===== src/rtl/uni_acc_dec.sv =====
// Unary-to-binary decoder: counts '1' samples of a unary bitstream over a
// window of 2^LOGLEN accepted samples and hands the count out via valid/ready.
//
// state   | meaning
// --------+-----------------------------------------------------------
// S_IDLE  | waiting for start; inputs ignored
// S_COUNT | accumulating iBit on every iEn cycle until window is full
// S_DONE  | result held on oCnt with oValid=1 until consumer takes it
module uni_acc_dec #(
  parameter int LOGLEN = 8,
  parameter int CNTWD  = LOGLEN + 1
) (
  input  logic             clk,
  input  logic             rst_n,
  input  logic             start,
  input  logic             iEn,
  input  logic             iBit,
  output logic             oValid,
  input  logic             iReady,
  output logic [CNTWD-1:0] oCnt,
  output logic             oBusy
);

  typedef enum logic [1:0] {
    S_IDLE  = 2'd0,
    S_COUNT = 2'd1,
    S_DONE  = 2'd2
  } state_t;

  state_t r_state;
  state_t w_state_nxt;

  logic [CNTWD-1:0]  r_acc;
  logic [CNTWD-1:0]  r_cnt;
  logic [LOGLEN-1:0] r_smp;
  logic              r_valid;
  logic              r_busy;

  logic              w_clr;
  logic              w_take;
  logic              w_load;
  logic              w_last;
  logic [CNTWD-1:0]  w_acc_inc;

  // Sample counter wraps to zero on the last sample; the all-ones compare
  // marks the edge that accepts sample number 2^LOGLEN.
  assign w_last    = (r_smp == {LOGLEN{1'b1}});
  assign w_acc_inc = r_acc + {{(CNTWD-1){1'b0}}, iBit};

  always_comb begin
    w_state_nxt = r_state;
    w_clr       = 1'b0;
    w_take      = 1'b0;
    w_load      = 1'b0;
    case (r_state)
      S_IDLE: begin
        if (start) begin
          w_state_nxt = S_COUNT;
          w_clr       = 1'b1;
        end
      end
      S_COUNT: begin
        // start wins over sampling: the window restarts and iBit is dropped
        if (start) begin
          w_clr = 1'b1;
        end else if (iEn) begin
          w_take = 1'b1;
          if (w_last) begin
            w_state_nxt = S_DONE;
            w_load      = 1'b1;
          end
        end
      end
      S_DONE: begin
        // start without iReady is ignored so the held result is never lost
        if (iReady) begin
          if (start) begin
            w_state_nxt = S_COUNT;
            w_clr       = 1'b1;
          end else begin
            w_state_nxt = S_IDLE;
          end
        end
      end
      default: begin
        w_state_nxt = S_IDLE;
      end
    endcase
  end

  always_ff @(posedge clk or negedge rst_n) begin
    if (!rst_n) begin
      r_state <= S_IDLE;
      r_acc   <= '0;
      r_smp   <= '0;
      r_cnt   <= '0;
      r_valid <= 1'b0;
      r_busy  <= 1'b0;
    end else begin
      r_state <= w_state_nxt;
      r_valid <= (w_state_nxt == S_DONE);
      r_busy  <= (w_state_nxt == S_COUNT);
      if (w_clr) begin
        r_acc <= '0;
        r_smp <= '0;
      end else if (w_take) begin
        r_acc <= w_acc_inc;
        r_smp <= r_smp + 1'b1;
      end
      if (w_load) begin
        r_cnt <= w_acc_inc;
      end
    end
  end

  assign oValid = r_valid;
  assign oBusy  = r_busy;
  assign oCnt   = r_cnt;

endmodule

===== config.mk =====
export PLATFORM = sky130hd
export DESIGN_NAME = uni_acc_dec
export DESIGN_NICKNAME = d
export VERILOG_FILES = /design/src/rtl/uni_acc_dec.sv
export SDC_FILE = /design/constraint.sdc
export NUM_CORES = 1
export LEC_CHECK = 0
export CAP_MARGIN = 25
export CORE_MARGIN = 2
export CORE_UTILIZATION = 49
export DETAILED_ROUTE_END_ITERATION = 10
export GPL_TIMING_DRIVEN = 1
export PLACE_DENSITY_LB_ADDON = 0.3
export SYNTH_ARGS = -nofsm -noshare
export SYNTH_HDL_FRONTEND = slang
export SYNTH_SLANG_ARGS = --single-unit

===== constraint.sdc =====
create_clock -name clk -period 1.8 [get_ports clk]
set_clock_uncertainty 0.1 [all_clocks]
set_input_delay 0.18 -clock clk [delete_from_list [all_inputs] [get_ports clk]]
set_output_delay 0.18 -clock clk [all_outputs]
set_load 0.02 [all_outputs]

After elaboration in Yosys (flattened, before gate mapping)

Cells that the tools add are included.

Flip-flop bits (word level): 30
Bits of input ports: 6
Logic and storage cells: 37

$add $sub $neg: 2
Equal/unequal tests: 5
Muxes and demuxes: 21
Reduce and logical (&&, ||, !) cells: 3

Operators with widths:

| kind                                           | count |
|---|---|
| two-way mux 9 bit                              | 2 |
| two-way mux 8 bit                              | 2 |
| two-way mux 1 bit                              | 10 |
| two-way mux 2 bit                              | 5 |
| adder 9 x 1 -> 9 bit                           | 1 |
| adder 8 x 1 -> 8 bit (second input constant)   | 1 |
| == test 8 bit (second input constant)          | 1 |
| one-hot mux 2 bit (3 select lines)             | 1 |
| == test 2 x 1 -> 1 bit (second input constant) | 2 |
| == test 2 bit (second input constant)          | 2 |
| logical NOT 2 bit                              | 1 |
| one-hot mux 1 bit (2 select lines)             | 1 |
| nonzero test 2 bit                             | 1 |
| OR reduction 2 bit                             | 1 |

Longest topological paths before layout

Gate-level depths: netlist (run 1).

Depth in word-level cells: 6
Mapped depth: 6

Worst setup path before layout (run 1)

No wires, ideal clock.

Kind: register to register
From: register r_state[1]
To: register r_cnt[0], in the netlist oCnt[0]
Setup time: 0.127 ns
Data arrival time: 1.600 ns
Required time: 1.573 ns
Path slack: -0.027 ns
Cell stages (with the launch flop): 4
Buffers on the path: 0
Clock period less this slack: 1.827 ns
Path through: dfrtp_1 > or3b_4 > nor4_4 > mux2_1

Word-level cells in the longest chain between the ends: 2

RTL lines:

| element                  | RTL line | text |
|---|---|---|
| start: declaration       | 30       | `state_t r_state;` |
| start signal: assignment | 100      | `r_state <= w_state_nxt;` |
| == test 2 x 1 -> 1 bit   | 55       | `case (r_state)` |
| two-way mux 1 bit        | 55       |  |
| end signal: assignment   | 111      | `r_cnt <= w_acc_inc;` |
| end: declaration         | 34       | `logic [CNTWD-1:0] r_cnt;` |

Every way passes these cells.
A chain may end at the register's enable or synchronous reset.

Worst setup path after layout (run 1)

From: register r_state[1]
To: register r_smp[4]

Word-level cells in the longest chain between the ends: 4

RTL lines:

| element                                                     | RTL line | text |
|---|---|---|
| == test 2 x 1 -> 1 bit or logical NOT 2 bit (tied branches) | 55       |  |
| OR reduction 2 bit (no source line)                         | --       |  |
| one-hot mux 1 bit (2 select lines)                          | 55       |  |
| two-way mux 8 bit or nonzero test 2 bit (tied branches)     | --       |  |
| end signal: assignment                                      | 108      | `r_smp <= r_smp + 1'b1;` |
| end: declaration                                            | 35       | `logic [LOGLEN-1:0] r_smp;` |

Several ways; a longest one is shown, not always the timed one.

==> out/qor.yml, run 1 <==
global_routing:
  grt_first_pass_wirelength_um: 5330
  overflow: 0
  grt_use_total_pct: 21.7
  grt_max_degree: 31
  grt_pass1_vias: 1156
  antenna_found_initial: 0
die:
  initial_core_util_pct: 52.3
  core-area_sq_mm: 0.00281
  io_pins: 17
  die_w_um: 58.7
  fp-row-count: 19
  dieArea_sq_mm: 0.00345
  die_y_um: 58.7
critical_path:
  required_ps: 1910
  cp_slowest_cell: "dfrtp_1"
  arrival_ps: 1800
  crit_fanout: 5
  crit_chain: "or3b_4, buf_4, nor3_1, xnor2_1, nor2_1"
  critPathCaptureType: "flip-flop"
  worst-setup-path-type: "reg -> reg"
  cp_slowest_stage_delay_ps: 440
  r2r_setup_slack_ps: 110
  ff2ff_path_depth: 5
  start_kind: "flip-flop"
cts:
  clk_pin_slew_ps: 90
  cts_inserted_buffers: 5
  cts_setup_buffers: 0
  cts_tree: "done"
  clock-root-buffer: "clkbuf_4"
  clkSinkCount: 30
  worst_skew_pair.late_latency_ps: 330
  htreeDepth: 2
  clockBufferDepth: 2
timing:
  tightest_slew_ps: 382
  fmax_mhz: 592
  fin_crit_ps: 1690
  rsz0062_at_grt: "false"
  final_max_slew_viol_count: 0
  hold_viol: 0
  tns_ps: 0
  setup_viol: 0
  worst_hold_slack_ps: 139
  max_slew_margin_pct: 74.5
  post-route-period-util_pct: 93.8
route:
  routed_wl_um: 2970
  wl_per_cell_um: 14.7
  drt_first_pass_iters: 9
  vias: 1159
  via_per_inst: 5.74
  ant_nets: 0
  first_iter_violations: 36
  drcViolationCount: 2
yosys:
  ys_warn_count: 0
  synth_area_sq_mm: 0.00147
  ys_types: 34
  syn_area_per_cell_sq_um: 10.4
  yosysSeqAreaShare_pct: 51.2
  syn-instance-count: 141
  ys_ff_latch: 30
  syn_nets: 150
hold_path:
  hp-class: "in -> async"
status:
  outcome: "finished with violations"
  violations: "design-rule violations"
cells_and_area:
  drive_above_1_share_pct: 13.5
  fin_util_pct: 63.6
  antennaDiodeCount: 0
  final_nets: 180
  stdcell_count: 202
  syn_to_final_growth_pct: 21.7
pwr:
  p_per_area_mw_per_mm2: 636
  irDropWorstVdd_mv: 0.453
  p_leak_uw: 0.000843
placement:
  place_inst: 195
  hpwl_um: 2170
  portBuffers: 16
  gp_congestion: 0.772
flow_run:
  max_cap_violations: 0
## metal layers
metal,track usage (%),routed length [um],vias to the layer above
met3,7.25,153,8
met4,12.0,94,0
met5,0,0,-
li1,-,-,561
met2,35.0,1460,33
met1,25.4,1260,557
## cells in the mapped netlist
cell | n | area, sq um
nand4_1 | 2 | 12.5
or3b_1 | 1 | 8.76
nor2b_1 | 1 | 6.26
or3_1 | 1 | 6.26
or3b_4 | 1 | 11.3
a21boi_1 | 1 | 7.51
a21oi_1 | 8 | 40.0
and3_1 | 3 | 18.8
and2_1 | 1 | 6.26
mux2_2 | 1 | 11.3
o21bai_1 | 2 | 15.0
nand4bb_1 | 1 | 11.3
nor3_1 | 5 | 25.0
nor2_1 | 21 | 78.8
dfrtp_1 | 30 | 751
a221o_1 | 1 | 10.0
mux2_1 | 2 | 22.5
nor4_4 | 1 | 21.3
nand3_1 | 6 | 30.0
inv_1 | 1 | 3.75
buf_6 | 1 | 11.3
a22o_1 | 3 | 26.3
o21ai_0 | 1 | 5.00
nor3b_1 | 3 | 22.5
nand2b_1 | 2 | 12.5
a211o_1 | 6 | 52.6
and4bb_2 | 1 | 12.5
nor4_1 | 3 | 18.8
nand2_1 | 9 | 33.8
clkbuf_1 | 5 | 18.8
ha_1 | 3 | 37.5
or2_1 | 2 | 12.5
xor2_1 | 4 | 35.0
xnor2_1 | 8 | 70.1
## area by class of cell
class                   count  area (sq um)
repair buffers             29           262
well taps                  31          38.8
clock buffers               7          45.0
inverters                   1          3.75
multi-input cells         104           684
flip-flops and latches     30           751
fillers                   241          1020
## final timing paths
check,start,to
setup / recovery,r_state[1],r_smp[4]
hold / removal,rst_n,r_acc[5]
setup reg to reg,r_state[1],r_smp[4]
hold reg to reg,r_acc[0],r_acc[0]
max in group asynchronous,rst_n,r_smp[6]
min in group clk,r_acc[0],r_acc[0]
## timing repair
| action | CTS | global route |
|---|---|---|
| endpoints found under the setup margin | 0 | 3 |
| resized for setup | 0 | 2 |
| hold buffers | 0 | 0 |
## stage by stage
stage / setup WS [ps] / power (uW) / cell area, sq um
2_1_floorplan: 74.2 / 739 / 1470
3_3_place_gp: -115 / 786 / 1730
3_5_place_dp: -138 / 789 / 1730
4_1_cts: 66.0 / 1150 / 1780
5_1_grt: 28.4 / 1190 / 1780
6_report: 112 / 1140 / 1780
## cell usage in the layout, fill, tap and decap left out, types with 2 or more instances in the layout
master	count
a211o_1	6
nor3_1	5
dfrtp_1	30
xor2_1	4
clkbuf_4	5
nor2_1	21
a22o_1	3
nand2b_1	2
xnor2_1	8
nand2_1	9
a21oi_1	8
buf_4	12
ha_1	3
clkbuf_1	2
o21bai_1	2
mux2_1	2
and3_1	3
nand4_1	2
or3b_4	2
nor3b_1	3
or2_1	2
nor4_1	3
nand3_1	6
clkdlybuf4s50_1	16
## cells by family after synthesis
group | share of synthesized area [%]
xor gates and xnor gates | 7.17
muxes | 2.30
adders and majority gates | 2.56
and+or+nand+nor | 23.8
DFF | 51.2
AOI/OAI and AO/OA | 10.7
buffers and inverters | 2.30
## flip-flops by register name, indices dropped and copies added, names as in the netlist
signal   count
oBusy        1
r_smp        8
oValid       1
oCnt         9
r_acc        9
r_state      2
## power breakdown
part	switching [uW]	total [uW]	internal, uW
clock	212	359	147
combinational	47.4	87.1	39.7
sequential	6.85	689	682
## worst max-delay path: cells and delay by family, from the launching register on
family / cells / cell delay [ps]
simple gates: 3 / 720
flops: 1 / 440
buf+inv: 1 / 160
xor+xnor: 1 / 150
No activity file was read; power rests on OpenSTA's default activity.
==> run 2, diff against run 1 <==
- CORE_MARGIN: 2 -> default
==> run 2 against run 1 <==
Compared with the run above:
- the run still ends with design-rule violations left
- critical path depth did not move
- register-to-register slack better by 20 ps
- first-iteration DRC count down 17%
- final cell count rose by 0.50%
- critical path type unchanged
- largest power group is now clock
==> out/qor.yml, run 2 (synthesis results as in run 1) <==
cts:
  clk_pin_slew_ps: 100  # was 90 ps
  worst_skew_pair.late_latency_ps: 330  # about the same
  htreeDepth: 2  # unchanged
  hold_buffers: 0  # unchanged
  cts_tree: "done"  # unchanged
  cts.repair.resized: 0  # unchanged
  clkSinkCount: 30  # unchanged
  clock-root-buffer: "clkbuf_4"  # unchanged
  cts_inserted_buffers: 5  # unchanged
  cts_setup_buffers: 0  # unchanged
  clockBufferDepth: 2  # unchanged
critical_path:
  cp_slowest_cell: "dfrtp_1"  # unchanged
  required_ps: 1960  # was 1910 ps
  start_kind: "flip-flop"  # unchanged
  crit_start: "r_state[1]"  # unchanged
  crit_buf_inv: 1  # unchanged
  crit_chain: "or3b_4, nor4_4, buf_4, nor2_1, a21oi_1"  # was or3b_4, buf_4, nor3_1, xnor2_1, nor2_1
  cp_slowest_stage_delay_ps: 430  # was 440 ps
  r2r-start: "r_state[1]"  # unchanged
  worst-setup-path-type: "reg -> reg"  # unchanged
  critPathCaptureType: "flip-flop"  # unchanged
  arrival_ps: 1830  # was 1800 ps
  crit_fanout: 16  # was 5
  cp_top_family: "simple AND/OR/NAND/NOR gates"  # unchanged
route:
  wl_per_cell_um: 14.0  # was 14.7 um
  vias: 1119  # was 1159
  drt_first_pass_iters: 7  # was 9
  routed_wl_um: 2850  # was 2970 um
  via_per_inst: 5.51  # was 5.74
  first_iter_violations: 30  # was 36
  drcViolationCount: 5  # was 2
  ant_nets: 0  # unchanged
global_routing:
  grt_first_pass_wirelength_um: 5180  # was 5330 um
  grt_max_degree: 31  # unchanged
  antenna_found_initial: 0  # unchanged
  overflow: 0  # unchanged
  grt_use_total_pct: 21.6  # was 21.7%
  grt_pass1_vias: 1094  # was 1156
die:
  die_w_um: 56.7  # was 58.7 um
  initial_core_util_pct: 52.3  # unchanged
  dieArea_sq_mm: 0.00322  # was 0.00345 sq mm
  die_y_um: 56.7  # was 58.7 um
  fp-row-count: 19  # unchanged
  core-area_sq_mm: 0.00281  # unchanged
  io_pins: 17  # unchanged
placement:
  place_inst: 195  # unchanged
  hpwl_um: 2080  # was 2170 um
  gp_congestion: 0.796  # was 0.772
  portBuffers: 16  # unchanged
  place_area_sq_mm: 0.00173  # unchanged
timing:
  setup_viol: 0  # unchanged
  tns_ps: 0  # unchanged
  final_max_slew_viol_count: 0  # unchanged
  fmax_mhz: 599  # was 592 MHz
  post-route-period-util_pct: 92.8  # was 93.8%
  worst_hold_slack_ps: 116  # was 139 ps
  fin_crit_ps: 1670  # was 1690 ps
  max_slew_margin_pct: 75.3  # was 74.5%
  hold_viol: 0  # unchanged
  rsz0062_at_grt: "false"  # unchanged
  tightest_slew_ps: 371  # was 382 ps
cells_and_area:
  stdcell_area_sq_mm: 0.00185  # was 0.00178 sq mm
  final_cell_mix: "30 x dfrtp_1, 21 x nor2_1, 16 x clkdlybuf4s50_1"  # unchanged
  final_nets: 180  # unchanged
  syn_to_final_growth_pct: 25.9  # was 21.7%
  multi_input_area_sq_um: 684  # unchanged
  seq_area_sq_um: 751  # unchanged
  final_common_cell: "dfrtp_1"  # unchanged
  stdcell_count: 203  # was 202
  drive_above_1_share_pct: 15.1  # was 13.5%
  antennaDiodeCount: 0  # unchanged
  nFillCells: 236  # was 241
pwr:
  p_leak_uw: 0.000875  # was 0.000843 uW
  p_per_area_mw_per_mm2: 808  # was 636 mW/mm^2
  irDropWorstVdd_mv: 0.472  # was 0.453 mV
  power.total_uw: 1490  # was 1140 uW
status:
  violations: "design-rule violations"  # unchanged
  outcome: "finished with violations"  # unchanged
flow_run:
  max_cap_violations: 0  # unchanged
hold_path:
  hp-class: "in -> async"  # unchanged
-- run 2: power by group --
| part | switching (uW) | leakage [uW] | internal [uW] | total, uW |
|---|---|---|---|---|
| combinational | 47.2 | 0.000411 | 39.7 | 87.0 |
| sequential | 7.18 | 0.000406 | 682 | 690 |
| clock | 244 | 0.0000585 | 471 | 715 |
-- run 2: metrics by stage --
step	utilization (%)	setup WS, ps
final	65.8	130
after global routing	65.8	32.8
after CTS	65.7	96.0
after detailed placement	61.8	-90.7
after global placement	61.8	-69.8
after floorplan	-	74.2
-- run 2: worst reg2reg max path, stage by stage, from the launching register on --
cell and delay, ps:
dfrtp_1 430, or3b_4 430, nor4_4 210, buf_4 250, nor2_1 60, a21oi_1 120
-- run 2: area by class of cell --
class / instances / share of cell area (%)
clock buffer: 6 / 2.78
clock inverter: 2 / 3.25
inverter: 1 / 0.203
multi-input combinational: 104 / 37.1
sequential: 30 / 40.7
tap: 31 / 2.10
timing repair buffer: 29 / 14.0
-- run 2: worst paths after layout --
check / endpoint / depth (start not counted) / slack, ps
setup / recovery: oCnt[5] / 5 / 130
hold / removal: oCnt[3] / 2 / 120
setup reg to reg: oCnt[5] / 5 / 130
hold reg to reg: r_acc[0] / 1 / 420
max in group asynchronous: r_smp[0] / 2 / 1200
min in group clk: r_acc[0] / 1 / 420
-- run 2: per-layer routing --
metal / global-route usage, % / wire (um) / up-vias
met5: 0 / 0 / -
met4: 7.50 / 38 / 0
met3: 7.60 / 131 / 5
met2: 32.7 / 1360 / 21
met1: 28.8 / 1330 / 537
li1: - / - / 556
